### config.mk
export PLATFORM = sky130hd
export DESIGN_NAME = riscv_perf_window_monitor
export DESIGN_NICKNAME = d
export VERILOG_FILES = /design/src/rtl/riscv_perf_window_monitor.sv
export SDC_FILE = /design/constraint.sdc
export NUM_CORES = 2
export LEC_CHECK = 0
export CORE_MARGIN = 4
export CORE_UTILIZATION = 53
export CTS_CLUSTER_SIZE = 10
export DETAILED_ROUTE_END_ITERATION = 10
export HOLD_SLACK_MARGIN = 0.1
export PLACE_DENSITY = 0.69
export SYNTH_ARGS = -nofsm -noshare
export SYNTH_HDL_FRONTEND = slang
export SYNTH_SLANG_ARGS = --single-unit
### constraint.sdc
create_clock -name clk_i -period 26.1 [get_ports clk_i]
set_clock_uncertainty 0.2 [all_clocks]
set_input_delay 5.22 -clock clk_i [delete_from_list [all_inputs] [get_ports clk_i]]
set_output_delay 5.22 -clock clk_i [all_outputs]
set_load 0.01 [all_outputs]
### src/rtl/riscv_perf_window_monitor.sv
// Windowed core performance monitor: accumulates retire/L1/stall events over a fixed window,
// then derives IPC, L1 hit rate and stall percentage with one shared restoring divider.
module riscv_perf_window_monitor #(
    parameter int unsigned WINDOW_CYCLES            = 1024,
    parameter int unsigned COUNTER_WIDTH            = 32,
    parameter int unsigned IPC_PRECISION            = 1000,
    parameter int unsigned IPC_TARGET               = 85,
    parameter int unsigned CACHE_MISS_THRESHOLD     = 15,
    parameter int unsigned PIPELINE_STALL_THRESHOLD = 20
) (
    input  logic        clk_i,
    input  logic        rst_i,
    input  logic        enable_i,
    input  logic        clear_i,
    input  logic [1:0]  retire_cnt_i,
    input  logic        l1_hit_i,
    input  logic        l1_miss_i,
    input  logic        stall_i,
    output logic [15:0] ipc_o,
    output logic [15:0] l1_hit_rate_o,
    output logic [7:0]  stall_pct_o,
    output logic        results_valid_o,
    output logic        ipc_low_o,
    output logic        cache_miss_high_o,
    output logic        stall_high_o,
    output logic        busy_o
);

    localparam int unsigned Dw          = COUNTER_WIDTH + $clog2(IPC_PRECISION + 1);
    localparam int unsigned CycW        = $clog2(WINDOW_CYCLES);
    localparam int unsigned BitW        = $clog2(Dw);
    localparam int unsigned IpcLowLimit = IPC_TARGET * IPC_PRECISION / 100;
    localparam int unsigned HitLowLimit =
        IPC_PRECISION - CACHE_MISS_THRESHOLD * IPC_PRECISION / 100;
    localparam logic [CycW-1:0] LastCyc   = CycW'(WINDOW_CYCLES - 1);
    localparam logic [Dw-1:0]   WindowDiv = Dw'(WINDOW_CYCLES);

    // The divide must finish before the next window can possibly close.
    if (WINDOW_CYCLES < 3 * Dw + 4) begin : g_window_too_short
        $error("WINDOW_CYCLES must be at least 3*DW+4");
    end

    function automatic logic [COUNTER_WIDTH-1:0] sat_add(input logic [COUNTER_WIDTH-1:0] a,
                                                         input logic [1:0] b);
        logic [COUNTER_WIDTH:0] s;
        s = {1'b0, a} + {{(COUNTER_WIDTH - 1){1'b0}}, b};
        return s[COUNTER_WIDTH] ? '1 : s[COUNTER_WIDTH-1:0];
    endfunction

    function automatic logic [15:0] sat16(input logic [Dw-1:0] q);
        return (|q[Dw-1:16]) ? 16'hFFFF : q[15:0];
    endfunction

    function automatic logic [7:0] sat8(input logic [Dw-1:0] q);
        return (|q[Dw-1:8]) ? 8'hFF : q[7:0];
    endfunction

    typedef enum logic {StIdle, StCount} cnt_state_e;
    typedef enum logic [2:0] {DIdle, DIpc, DHit, DStall, DLoad} div_state_e;

    cnt_state_e               cnt_state_q;
    logic [CycW-1:0]          cyc_q;
    logic [COUNTER_WIDTH-1:0] ret_q, hit_q, miss_q, stall_q;
    logic [COUNTER_WIDTH-1:0] ret_sum, hit_sum, miss_sum, stall_sum;
    logic [COUNTER_WIDTH-1:0] hit_snap_q, miss_snap_q, stall_snap_q;
    logic                     counting, in_count, win_close, hits_zero;

    div_state_e      div_state_q;
    logic [Dw-1:0]   rem_q, quo_q, div_q;
    logic [BitW-1:0] bit_q;
    logic [Dw:0]     shifted;
    logic            div_ge, last_bit;
    logic [Dw-1:0]   rem_next, quo_next;
    logic [Dw-1:0]   ipc_dividend, hit_dividend, hit_divisor, stall_dividend;
    logic [15:0]     ipc_res_q, hit_res_q;
    logic [7:0]      stall_res_q;

    always_comb begin
        counting  = enable_i && !clear_i;
        in_count  = (cnt_state_q == StCount);
        win_close = counting && (cyc_q == LastCyc);
        ret_sum   = sat_add(in_count ? ret_q : '0, retire_cnt_i);
        hit_sum   = sat_add(in_count ? hit_q : '0, {1'b0, l1_hit_i});
        miss_sum  = sat_add(in_count ? miss_q : '0, {1'b0, l1_miss_i});
        stall_sum = sat_add(in_count ? stall_q : '0, {1'b0, stall_i});
    end

    always_ff @(posedge clk_i or posedge rst_i) begin
        if (rst_i) begin
            cnt_state_q  <= StIdle;
            cyc_q        <= '0;
            ret_q        <= '0;
            hit_q        <= '0;
            miss_q       <= '0;
            stall_q      <= '0;
            hit_snap_q   <= '0;
            miss_snap_q  <= '0;
            stall_snap_q <= '0;
        end else if (!counting) begin
            cnt_state_q <= StIdle;
            cyc_q       <= '0;
            ret_q       <= '0;
            hit_q       <= '0;
            miss_q      <= '0;
            stall_q     <= '0;
        end else begin
            cnt_state_q <= StCount;
            if (win_close) begin
                hit_snap_q   <= hit_sum;
                miss_snap_q  <= miss_sum;
                stall_snap_q <= stall_sum;
                cyc_q        <= '0;
                ret_q        <= '0;
                hit_q        <= '0;
                miss_q       <= '0;
                stall_q      <= '0;
            end else begin
                cyc_q   <= cyc_q + 1'b1;
                ret_q   <= ret_sum;
                hit_q   <= hit_sum;
                miss_q  <= miss_sum;
                stall_q <= stall_sum;
            end
        end
    end

    // With no L1 traffic the hit pass divides P by 1, giving the defined 100% result.
    always_comb begin
        hits_zero      = (hit_snap_q == '0) && (miss_snap_q == '0);
        ipc_dividend   = Dw'(ret_sum) * Dw'(IPC_PRECISION);
        hit_dividend   = hits_zero ? Dw'(IPC_PRECISION) : Dw'(hit_snap_q) * Dw'(IPC_PRECISION);
        hit_divisor    = hits_zero ? Dw'(1) : Dw'(hit_snap_q) + Dw'(miss_snap_q);
        stall_dividend = Dw'(stall_snap_q) * Dw'(100);
        shifted        = {rem_q, quo_q[Dw-1]};
        div_ge         = shifted >= {1'b0, div_q};
        rem_next       = div_ge ? (shifted[Dw-1:0] - div_q) : shifted[Dw-1:0];
        quo_next       = {quo_q[Dw-2:0], div_ge};
        last_bit       = (bit_q == BitW'(Dw - 1));
    end

    always_ff @(posedge clk_i or posedge rst_i) begin
        if (rst_i) begin
            div_state_q       <= DIdle;
            rem_q             <= '0;
            quo_q             <= '0;
            div_q             <= '0;
            bit_q             <= '0;
            ipc_res_q         <= '0;
            hit_res_q         <= '0;
            stall_res_q       <= '0;
            ipc_o             <= '0;
            l1_hit_rate_o     <= '0;
            stall_pct_o       <= '0;
            results_valid_o   <= 1'b0;
            ipc_low_o         <= 1'b0;
            cache_miss_high_o <= 1'b0;
            stall_high_o      <= 1'b0;
        end else begin
            results_valid_o <= 1'b0;
            unique case (div_state_q)
                DIdle: begin
                    if (win_close) begin
                        rem_q       <= '0;
                        quo_q       <= ipc_dividend;
                        div_q       <= WindowDiv;
                        bit_q       <= '0;
                        div_state_q <= DIpc;
                    end
                end
                DIpc, DHit, DStall: begin
                    rem_q <= last_bit ? '0 : rem_next;
                    bit_q <= last_bit ? '0 : bit_q + 1'b1;
                    quo_q <= quo_next;
                    if (last_bit) begin
                        if (div_state_q == DIpc) begin
                            ipc_res_q   <= sat16(quo_next);
                            quo_q       <= hit_dividend;
                            div_q       <= hit_divisor;
                            div_state_q <= DHit;
                        end else if (div_state_q == DHit) begin
                            hit_res_q   <= sat16(quo_next);
                            quo_q       <= stall_dividend;
                            div_q       <= WindowDiv;
                            div_state_q <= DStall;
                        end else begin
                            stall_res_q <= sat8(quo_next);
                            div_state_q <= DLoad;
                        end
                    end
                end
                DLoad: begin
                    ipc_o             <= ipc_res_q;
                    l1_hit_rate_o     <= hit_res_q;
                    stall_pct_o       <= stall_res_q;
                    ipc_low_o         <= ipc_res_q < 16'(IpcLowLimit);
                    cache_miss_high_o <= hit_res_q < 16'(HitLowLimit);
                    stall_high_o      <= stall_res_q > 8'(PIPELINE_STALL_THRESHOLD);
                    results_valid_o   <= 1'b1;
                    div_state_q       <= DIdle;
                end
                default: div_state_q <= DIdle;
            endcase
        end
    end

    assign busy_o = (div_state_q != DIdle);

endmodule

==> results.md <==
- Via/cell ratio: 5.74
- Num Clock Sinks: 445
- H-tree levels: 2
- Gr usage total: 25.2%
- Fin crit share: 50.5%
- WL final: 93200 µm
- Layout cell share with drive strength beyond 1: 4.39%
- Int Power: 1.10 mW
- Nets@finish: 4740
- HP Class: register to register
- Drt first pass iters: 6
- Crit Path Class: input pin to register
- Worst Hold Path Cells: 1
- Post-synthesis sequential area ratio: 29.9%
- Worst stage delay on the critical path: 580 ps
- WP data required: 26400 ps
- Cell Count Post-Placement: 4979
- Largest net degree at the start of global routing: 99
- Power Total: 1.44 mW
- Final setup margin: 12910 ps
- Worst slack at placement: 12260 ps
- Total grt overflow: 0
- PostCTS Resize Cnt: 0
- Post-Syn Area: 0.0373 mm²
- RSZ-0062 raised after global routing: no
- DP Area: 0.0386 mm²
- Worst setup SP type: input pin
- DP HPWL: 71400 µm
- Top_reg_cell synth: dfrtp_1
- FF-to-FF Start: cnt_state_q
- TNS Setup: 0 ps
- NetSw: 0.338 mW
- RePlAce Congestion: 0.947
- Hold path start: l1_hit_rate_o[4]
- Combinational Power Share: 3.1%
- Post-Syn Nets: 4759
- Vias: 29000
- PortBufs: 53
- Net Sw Frac: 23.5%
- Routed Antenna Nets: 0
- Worst-path clk slew: 60 ps
- Final setup violation count: 0
- Chip height: 273 µm
- Fin Hold WS: 301 ps
- Worst VDD drop: 0.0459 mV
- Fmax: 75.8 MHz
- Fin crit period: 13190 ps
- EDFF count, synth: 0
- Async SR Flop Fraction: 100%
- Slew headroom: 23.0%
- Seq pwr share: 48.1%
- Post-CTS Setup Bufs: 0
- Synthesis Warnings: 0
- Hold Crit Endpoint: l1_hit_rate_o[4]
- Hold buffer count at cts: 0
- Starting DRC count in detailed routing: 2429
- Design area: 0.0402 mm²
- Post-synth cell types: 82
- Clock network power share: 48.8%
- Vias in the first global route: 28700
- Insertion delay to the later sink of the worst-skew pair: 620 ps
- Flop-to-flop setup slack: 16950 ps
- Power Density: 35.9 mW/mm²
- Critical path's slowest cell: or4_1
- Io pins: 54
- Crit path max fanout: 32
- Seq cells post-synth: 445
- Post-DR wirelength/cell: 18.4 µm
- Die width: 273 µm
- Arr. time, crit path: 13490 ps
- R2r endpoint: quo_q[40]
- Max-slew violations: 0
- Antenna violations before repair: 2
- Number of fill cells: 6159
- Core area: 0.0692 mm²
- CTS tree: done
- Status: finished clean
- Crit end category: register
- Reg2reg path depth: 29
- Die ar.: 0.0746 mm²
- Drt drc: 0
- Final hold vios: 0
- Synthesized instance count: 4123
- Initial Utilization: 53.9%
- CTS Buffer Depth: 3
- Finished Core Util: 58.1%
- Num rows: 96
- Syn avg cell area: 9.04 µm²
- MaxCap Viol Count: 0
- CTS Buf Count: 54
- Root Buffer: clkbuf_16
- Static leakage: 19.5 nW
- Final Non-Filler Cells: 5056
- Worst Max-Slew Pin Slew: 1150 ps
- P&R area growth vs syn: 7.89%
- Global-route wire length before repair: 153000 µm
==> cells in the mapped netlist, drive strengths merged (5+ instances only) <==
cell     count  area (µm²)
a311oi       7        61.3
a211oi      26         200
a22o        13         114
a41oi        9        93.8
a21oi      270        1370
inv        454        1700
or3         18         113
and3        38         238
buf         22        97.6
a21o        71         533
xnor2      156        1370
nor2       384        1450
nor3        57         285
xor2       107         937
o22a         9        78.8
and4         8        70.1
a31oi       29         181
clkbuf     135         507
nor2b       19         119
a221oi      18         170
or2          8        50.1
fa         266        5330
dfrtp      445       11100
mux2i        7        70.1
o31ai       16         134
a32oi       11        96.3
o21bai      20         150
mux2        42         473
nand3b       5        37.5
nor4        23         159
o22ai       49         307
a2111oi      7        92.6
nand2      428        1610
o21ai      288        1450
a211o        5        43.8
and2        19         119
o211ai      21         158
nand2b      22         138
a22oi       15         113
nand4       49         307
o21a        14         105
ha         361        4520
nand3       98         490
==> cells in the final DEF (no fill, tap or decap), types with 54 or more instances in the layout <==
master,synthesis,routed
a21oi_1,266,265
fa_1,266,266
nand2_1,428,427
a21o_1,71,70
xor2_1,107,107
dfrtp_1,445,444
o21ai_0,282,282
ha_1,361,361
clkbuf_16,0,54
xnor2_1,156,156
nor2_1,383,379
inv_1,454,453
nand3_1,98,98
nor3_1,57,57
==> cell type report <==
class                      count  area, µm²  share of cell area (%)
clock buffer                  66       1430                    3.55
inverter                     454       1710                    4.26
multi-input combinational   3067      23900                    59.3
sequential                   445      11100                    27.7
antenna                        1       2.50                 0.00623
timing repair buffer          82        748                    1.86
clock inverter                10        153                   0.380
tap                          931       1160                    2.90
==> registers in the layout, indices dropped and copies added (netlist names), 32 cells and up <==
name	cells
div_q	33
hit_q	32
hit_snap_q	32
miss_q	32
miss_snap_q	32
quo_q	42
rem_q	42
ret_q	32
stall_q	32
stall_snap_q	32
==> routing by layer <==
metal	global-route usage (%)	routed length (µm)	up-vias
met5	0	13	-
met4	6.73	2590	2
met3	4.80	6150	148
met2	38.8	41500	738
met1	36.8	43000	14200
li1	-	-	14000
==> critical path: cells and delay by family <==
kind,cells,cell delay (ps)
AND/OR/NAND/NOR,7,2420
buffers and inverters,7,1100
adder cells (fa/ha/maj),7,2900
AO/OA/AOI/OAI,8,1830
==> logic make-up (layout without fill, tap and decap cells) <==
kind of cell / Yosys count / in the layout / synth area share (%)
other: 0 / 1 / 0
adders and majority gates: 627 / 627 / 26.4
AOI/OAI and AO/OA: 935 / 935 / 15.6
and+or+nand+nor: 1193 / 1193 / 14.3
DFF: 445 / 445 / 29.9
muxes: 49 / 49 / 1.46
xor gates and xnor gates: 263 / 263 / 6.18
buffers and inverters: 611 / 612 / 6.20
==> worst max path at each step <==
stage	from	to	slack, ps	cells after the start
floorplan	rst_i	bit_q[0]	8280	1
global placement	retire_cnt_i[0]	quo_q[40]	12400	29
detailed placement	retire_cnt_i[0]	quo_q[28]	12260	29
CTS	retire_cnt_i[0]	quo_q[28]	12930	29
global route	retire_cnt_i[0]	quo_q[40]	12390	29
finish	retire_cnt_i[0]	quo_q[40]	12910	29
==> power groups by stage <==
stage | combinational (mW) | clock (mW) | sequential (mW)
2_1_floorplan | 0.0298 | 0 | 0.704
3_3_place_gp | 0.0455 | 0 | 0.705
3_5_place_dp | 0.0457 | 0 | 0.705
4_1_cts | 0.0462 | 0.716 | 0.692
5_1_grt | 0.0521 | 0.741 | 0.692
6_report | 0.0452 | 0.703 | 0.692
(Power assumes the default switching activity.)
